[src/rtl/dig_in_filter_app_pkg.sv]
// Shared address map and constants for the digital-input filter block.
package dig_in_filter_app_pkg;

   localparam logic [7:0] READ_DIG_FILT_BASE = 8'h40;

   localparam int OFS_THRESH = 0;
   localparam int OFS_STATE  = 1;
   localparam int OFS_RISE   = 2;
   localparam int OFS_FALL   = 3;
   localparam int OFS_STRIDE = 3;

   function automatic int n_addr(input int nw);
      return 1 + OFS_STRIDE * nw;
   endfunction

endpackage

[src/rtl/dig_in_filter_app_chan.sv]
// One debounce channel: two-flop synchroniser, stability counter and
// stable bit, with single-cycle rise/fall pulses on each accepted change.
module dig_in_filt_chan #(
   parameter int CNT_W = 8
) (
   input  logic             xclk,
   input  logic             reset,
   input  logic             i_pin_n,
   input  logic             i_clr_cnt,
   input  logic [CNT_W-1:0] i_thresh,
   output logic             o_st,
   output logic             o_rise,
   output logic             o_fall
);

   logic             r_sync1;
   logic             r_s;
   logic             r_st;
   logic [CNT_W-1:0] r_cnt;
   logic             w_accept;

   assign w_accept = !i_clr_cnt && (r_s != r_st) && (r_cnt == i_thresh);
   assign o_st     = r_st;
   assign o_rise   = w_accept && r_s;
   assign o_fall   = w_accept && !r_s;

   always_ff @(posedge xclk) begin
      if (!reset) begin
         r_sync1 <= 1'b0;
         r_s     <= 1'b0;
         r_st    <= 1'b0;
         r_cnt   <= '0;
      end else begin
         r_sync1 <= ~i_pin_n;
         r_s     <= r_sync1;
         // A threshold load restarts every pending count.
         if (i_clr_cnt || (r_s == r_st)) begin
            r_cnt <= '0;
         end else if (w_accept) begin
            r_st  <= r_s;
            r_cnt <= '0;
         end else begin
            r_cnt <= r_cnt + 1'b1;
         end
      end
   end

endmodule

[src/rtl/dig_in_filter_app.sv]
// Digital-input front end: per-channel debounce, sticky W1C edge latches,
// threshold register and bus read mux.
module dig_in_filter_app
   import dig_in_filter_app_pkg::*;
#(
   parameter int         N_CH       = 16,
   parameter int         CNT_W      = 8,
   parameter int         DEF_THRESH = 3,
   parameter logic [7:0] BASE_ADDR  = READ_DIG_FILT_BASE
) (
   input  logic            xclk,
   input  logic            reset,
   input  logic            write_qualified,
   input  logic            read_qualified,
   input  logic [7:0]      ab,
   input  logic [15:0]     db_in,
   input  logic [N_CH-1:0] dig_in,
   output logic [15:0]     db_out_DIGF,
   output logic            data_from_DIGF_avail,
   output logic            edge_flag
);

   localparam int NW = N_CH / 16;

   logic [CNT_W-1:0] r_thresh;
   logic [N_CH-1:0]  r_rise;
   logic [N_CH-1:0]  r_fall;
   logic [N_CH-1:0]  w_st;
   logic [N_CH-1:0]  w_rise_p;
   logic [N_CH-1:0]  w_fall_p;
   logic [N_CH-1:0]  w_clr_rise;
   logic [N_CH-1:0]  w_clr_fall;
   logic [7:0]       w_ofs;
   logic             w_thr_wr;
   logic             w_hit;
   logic [15:0]      w_rdata;

   for (genvar i = 0; i < N_CH; i++) begin : g_ch
      dig_in_filt_chan #(.CNT_W(CNT_W)) u_chan (
         .xclk     (xclk),
         .reset    (reset),
         .i_pin_n  (dig_in[i]),
         .i_clr_cnt(w_thr_wr),
         .i_thresh (r_thresh),
         .o_st     (w_st[i]),
         .o_rise   (w_rise_p[i]),
         .o_fall   (w_fall_p[i])
      );
   end

   always_comb begin
      w_ofs      = ab - BASE_ADDR;
      w_hit      = 1'b0;
      w_rdata    = 16'hFFFF;
      w_clr_rise = '0;
      w_clr_fall = '0;
      w_thr_wr   = write_qualified && (w_ofs == 8'(OFS_THRESH));
      if (w_ofs == 8'(OFS_THRESH)) begin
         w_hit   = 1'b1;
         w_rdata = 16'(r_thresh);
      end
      for (int k = 0; k < NW; k++) begin
         if (w_ofs == 8'(OFS_STATE + OFS_STRIDE * k)) begin
            w_hit   = 1'b1;
            w_rdata = w_st[16*k +: 16];
         end
         if (w_ofs == 8'(OFS_RISE + OFS_STRIDE * k)) begin
            w_hit   = 1'b1;
            w_rdata = r_rise[16*k +: 16];
            if (write_qualified) w_clr_rise[16*k +: 16] = db_in;
         end
         if (w_ofs == 8'(OFS_FALL + OFS_STRIDE * k)) begin
            w_hit   = 1'b1;
            w_rdata = r_fall[16*k +: 16];
            if (write_qualified) w_clr_fall[16*k +: 16] = db_in;
         end
      end
   end

   always_ff @(posedge xclk) begin
      if (!reset) begin
         r_thresh             <= CNT_W'(DEF_THRESH);
         r_rise               <= '0;
         r_fall               <= '0;
         db_out_DIGF          <= '0;
         data_from_DIGF_avail <= 1'b0;
      end else begin
         // New edges override a same-cycle clear of the same bit.
         r_rise <= (r_rise & ~w_clr_rise) | w_rise_p;
         r_fall <= (r_fall & ~w_clr_fall) | w_fall_p;
         if (w_thr_wr) r_thresh <= db_in[CNT_W-1:0];
         if (read_qualified) begin
            db_out_DIGF          <= w_hit ? w_rdata : 16'hFFFF;
            data_from_DIGF_avail <= w_hit;
         end
      end
   end

   assign edge_flag = |{r_rise, r_fall};

endmodule

[config.mk]
export PLATFORM = sky130hd
export DESIGN_NAME = dig_in_filter_app
export DESIGN_NICKNAME = d
export VERILOG_FILES = /design/src/rtl/dig_in_filter_app_pkg.sv /design/src/rtl/dig_in_filter_app_chan.sv /design/src/rtl/dig_in_filter_app.sv
export SDC_FILE = /design/constraint.sdc
export NUM_CORES = 1
export LEC_CHECK = 0
export ABC_CLOCK_PERIOD_IN_PS = 2080
export CORE_ASPECT_RATIO = 1.75
export CORE_MARGIN = 1.5
export CORE_UTILIZATION = 47
export DETAILED_ROUTE_END_ITERATION = 10
export DONT_BUFFER_PORTS = 1
export PLACE_DENSITY_LB_ADDON = 0.1
export SLEW_MARGIN = 20
export SYNTH_ARGS = -nofsm -noshare
export SYNTH_HDL_FRONTEND = slang
export SYNTH_SLANG_ARGS = --single-unit
[constraint.sdc]
create_clock -name xclk -period 2.08 [get_ports xclk]
set_clock_uncertainty 0.2 [all_clocks]
set_input_delay 0.624 -clock xclk [delete_from_list [all_inputs] [get_ports xclk]]
set_output_delay 0.624 -clock xclk [all_outputs]
set_load 0.01 [all_outputs]
==> results.yml <==
setup_path:
  crit_arrival_ns: 1.65
  critPathLaunchType: "register"
  reg2reg_slack_ns: 0.05
  rr_worst_depth: 7
  r2r_end: "g_ch[11].u_chan.r_cnt[0]"
  cp.required_ns: 1.26
  end_kind: "output pin"
  crit_type: "reg2out"
  r2r-start: "r_thresh[3]"
  worstPathMaxFanout: 2
sta:
  worst_pin_slew_ns: 0.437
  hold_viol_final: 0
  setup_tns_ns: -0.392
  relSlewSlack_pct: 70.8
  setup_viol_count_final: 1
  clock.fmax_ghz: 0.405
  timing.final.crit_share_pct: 119
  period_needed_ns: 2.47
  slew_violations: 0
  rsz0062_at_grt: "true"
  setup_slack_ns: -0.392
layout:
  antenna_cells: 0
  drive_gt1_share_pct: 11.7
  stdcell_area_um2: 12500
  layout.nets: 1289
  syn_to_final_growth_pct: 17.1
  utilization_pct: 56.4
power_and_ir_drop:
  switching_share_pct: 21.7
  pwr_density_cell_nw_per_um2: 734
  p_comb_share_pct: 2.7
  internal_power_mw: 7.22
  irDropWorstVdd_uv: 592
  p_clk_share_pct: 47.6
  switching_power_mw: 2.00
  leakagePower_nw: 4.90
  p_seq_share_pct: 49.8
clocking:
  tritoncts: "built"
  htreeDepth: 1
  post_cts_buffers: 0
  cts_buffers: 24
  cts_buffer_depth: 3
  cts_sinks: 233
  cts_root_buffer: "clkbuf_16"
  clock_latency_ns: 0.52
  path_clk_slew_ns: 0.06
yosys:
  yosysWarnings: 0
  ys_ff_latch: 233
  syn_avg_cell_area_um2: 9.09
  synth-edff-count: 0
  synth-main-ff-cell: "dfxtp_1"
  synth_fp_nets: 1239
  synthArstFlopShare_pct: 0
  synth_area_um2: 10700
  yosysSeqAreaShare_pct: 43.5
  synth.distinct_cells: 44
  postSynthCellCount: 1179
floorplanning:
  core_um2: 22300
  die_h_um: 203
  die_width_um: 117
  die-area_um2: 23800
  ios: 62
  start_util_pct: 48.2
  rows: 72
hold_path:
  worst_hold_path_type: "in2reg"
  min_to: "r_thresh[1]"
  holdPathStages: 2
  min_from: "db_in[1]"
place:
  place.gp.congestion: 0.853
  place_area_um2: 11500
  post-dp-hpwl_um: 20500
  dp_slack_ns: -0.148
  numPortBuffers: 0
detailed_routing:
  final_antenna_net_count: 0
  drcViolationCount: 0
  drt_pass1_iterations: 4
  drt_iter0_markers: 336
  vias_per_cell: 5.41
  routedWlPerCell_um: 18.5
  vias: 8352
  wl_um: 28500
global_routing:
  antenna_found_initial: 0
  grt_pass1_vias: 8515
  grt_max_degree: 89
  grt_overflow: 0
  grt_pass1_wl_um: 44600
  grtUsageTotal_pct: 24.6
status:
  violations: "negative setup slack"
  status: "finished, violations left"
flow_run:
  cap_violations: 0
==> sequential cells by signal (all words and copies together) (netlist names), 8 cells and up <==
register,flops
g_ch.u_chan.r_sync1,16
g_ch.u_chan.o_st,16
g_ch.u_chan.r_cnt,128
g_ch.u_chan.r_s,16
db_out_DIGF,16
r_fall,16
r_thresh,8
r_rise,16
==> cells by family (layout without fill, tap and decap cells) <==
| group | Yosys count | after routing | synth area share [%] |
|---|---|---|---|
| flip-flops | 233 | 233 | 43.5 |
| buffers and inverters | 88 | 156 | 4.24 |
| XOR/XNOR | 234 | 234 | 19.1 |
| AND/OR/NAND/NOR | 472 | 472 | 21.7 |
| multiplexers | 10 | 10 | 0.957 |
| adder cells (fa/ha/maj) | 16 | 16 | 1.87 |
| AO/OA/AOI/OAI | 126 | 126 | 8.58 |
==> critical path: stages (launching register included) <==
cell and delay, ns:
dfxtp_1 0.32, nor4_1 0.32, nand4_1 0.18, or2_4 0.30
==> placed cells by master, fill, tap and decap left out, drive strengths merged, types with 18 or more instances in the layout <==
master,count
nor4,24
and2,18
and3,35
buf,67
nor2,172
nand2,77
inv,28
a21oi,32
nand3,91
xnor2,120
xor2,114
clkbuf,39
nand4,19
o21ai,19
dfxtp,233
==> how the worst max path moves through the flow <==
| stage | startpoint | to |
|---|---|---|
| after CTS | r_fall[9] | edge_flag |
| after detailed placement | ab[7] | g_ch[11].u_chan.r_cnt[2] |
| final | r_rise[2] | edge_flag |
| after floorplan | ab[7] | r_rise[0] |
| after global placement | ab[7] | g_ch[11].u_chan.r_cnt[4] |
| after global routing | r_rise[10] | edge_flag |
==> repair_timing <==
item                                    CTS  global route
pin swaps                                 3             5
hold buffers                             17             0
endpoints found under the setup margin    1             1
resized for setup                         5             5
hold endpoints to repair                 18             0
==> area by class of cell <==
cell class	instances	area, um2
fillers	2095	9700
multi-input cells	858	5640
flip-flops and latches	233	4670
repair buffers	84	948
clock buffers	39	778
well taps	296	370
inverters	28	105
clock inverters	5	40.0
==> synthesized netlist by cell type (11+ instances only) <==
cell type | count | share of area, %
buf_4 | 17 | 1.2
xnor2_1 | 120 | 9.8
nor4_1 | 24 | 1.4
o211ai_1 | 13 | 0.91
nor2_1 | 157 | 5.5
a41o_1 | 16 | 1.5
inv_1 | 27 | 0.95
nor2b_1 | 12 | 0.70
and2_1 | 17 | 0.99
nor2_2 | 14 | 0.82
and3_1 | 35 | 2.0
nand2_1 | 76 | 2.7
o21ai_0 | 19 | 0.89
clkbuf_1 | 23 | 0.81
ha_1 | 16 | 1.9
nand3_1 | 89 | 4.2
dfxtp_1 | 233 | 44
nand4_1 | 19 | 1.1
buf_2 | 12 | 0.56
o31ai_1 | 11 | 0.77
xor2_1 | 114 | 9.3
a21oi_1 | 24 | 1.1
==> through the flow <==
step	hold slack [ns]	power (mW)	cells
after CTS	0.00894	9.34	1543
after global placement	0.218	4.90	1482
final	0.0285	9.21	1543
after global routing	0.0153	9.52	1543
after floorplan	0.212	4.84	1179
after detailed placement	0.227	4.91	1482
==> power by group through the flow <==
stage | clock network [mW] | registers [mW] | logic [mW]
after floorplan | 0 | 4.66 | 0.175
after global placement | 0 | 4.69 | 0.217
after detailed placement | 0 | 4.69 | 0.220
after CTS | 4.51 | 4.59 | 0.249
after global routing | 4.67 | 4.59 | 0.271
final | 4.38 | 4.58 | 0.247
==> metal layers <==
layer / part of all wire (%) / vias up / GRT usage [%]
met5: 0 / - / 0
met4: 5.2 / 0 / 12.3
met3: 4.4 / 72 / 4.18
met2: 55 / 165 / 47.0
met1: 36 / 4006 / 24.6
li1: - / 4109 / -
(Power assumes the default switching activity.)
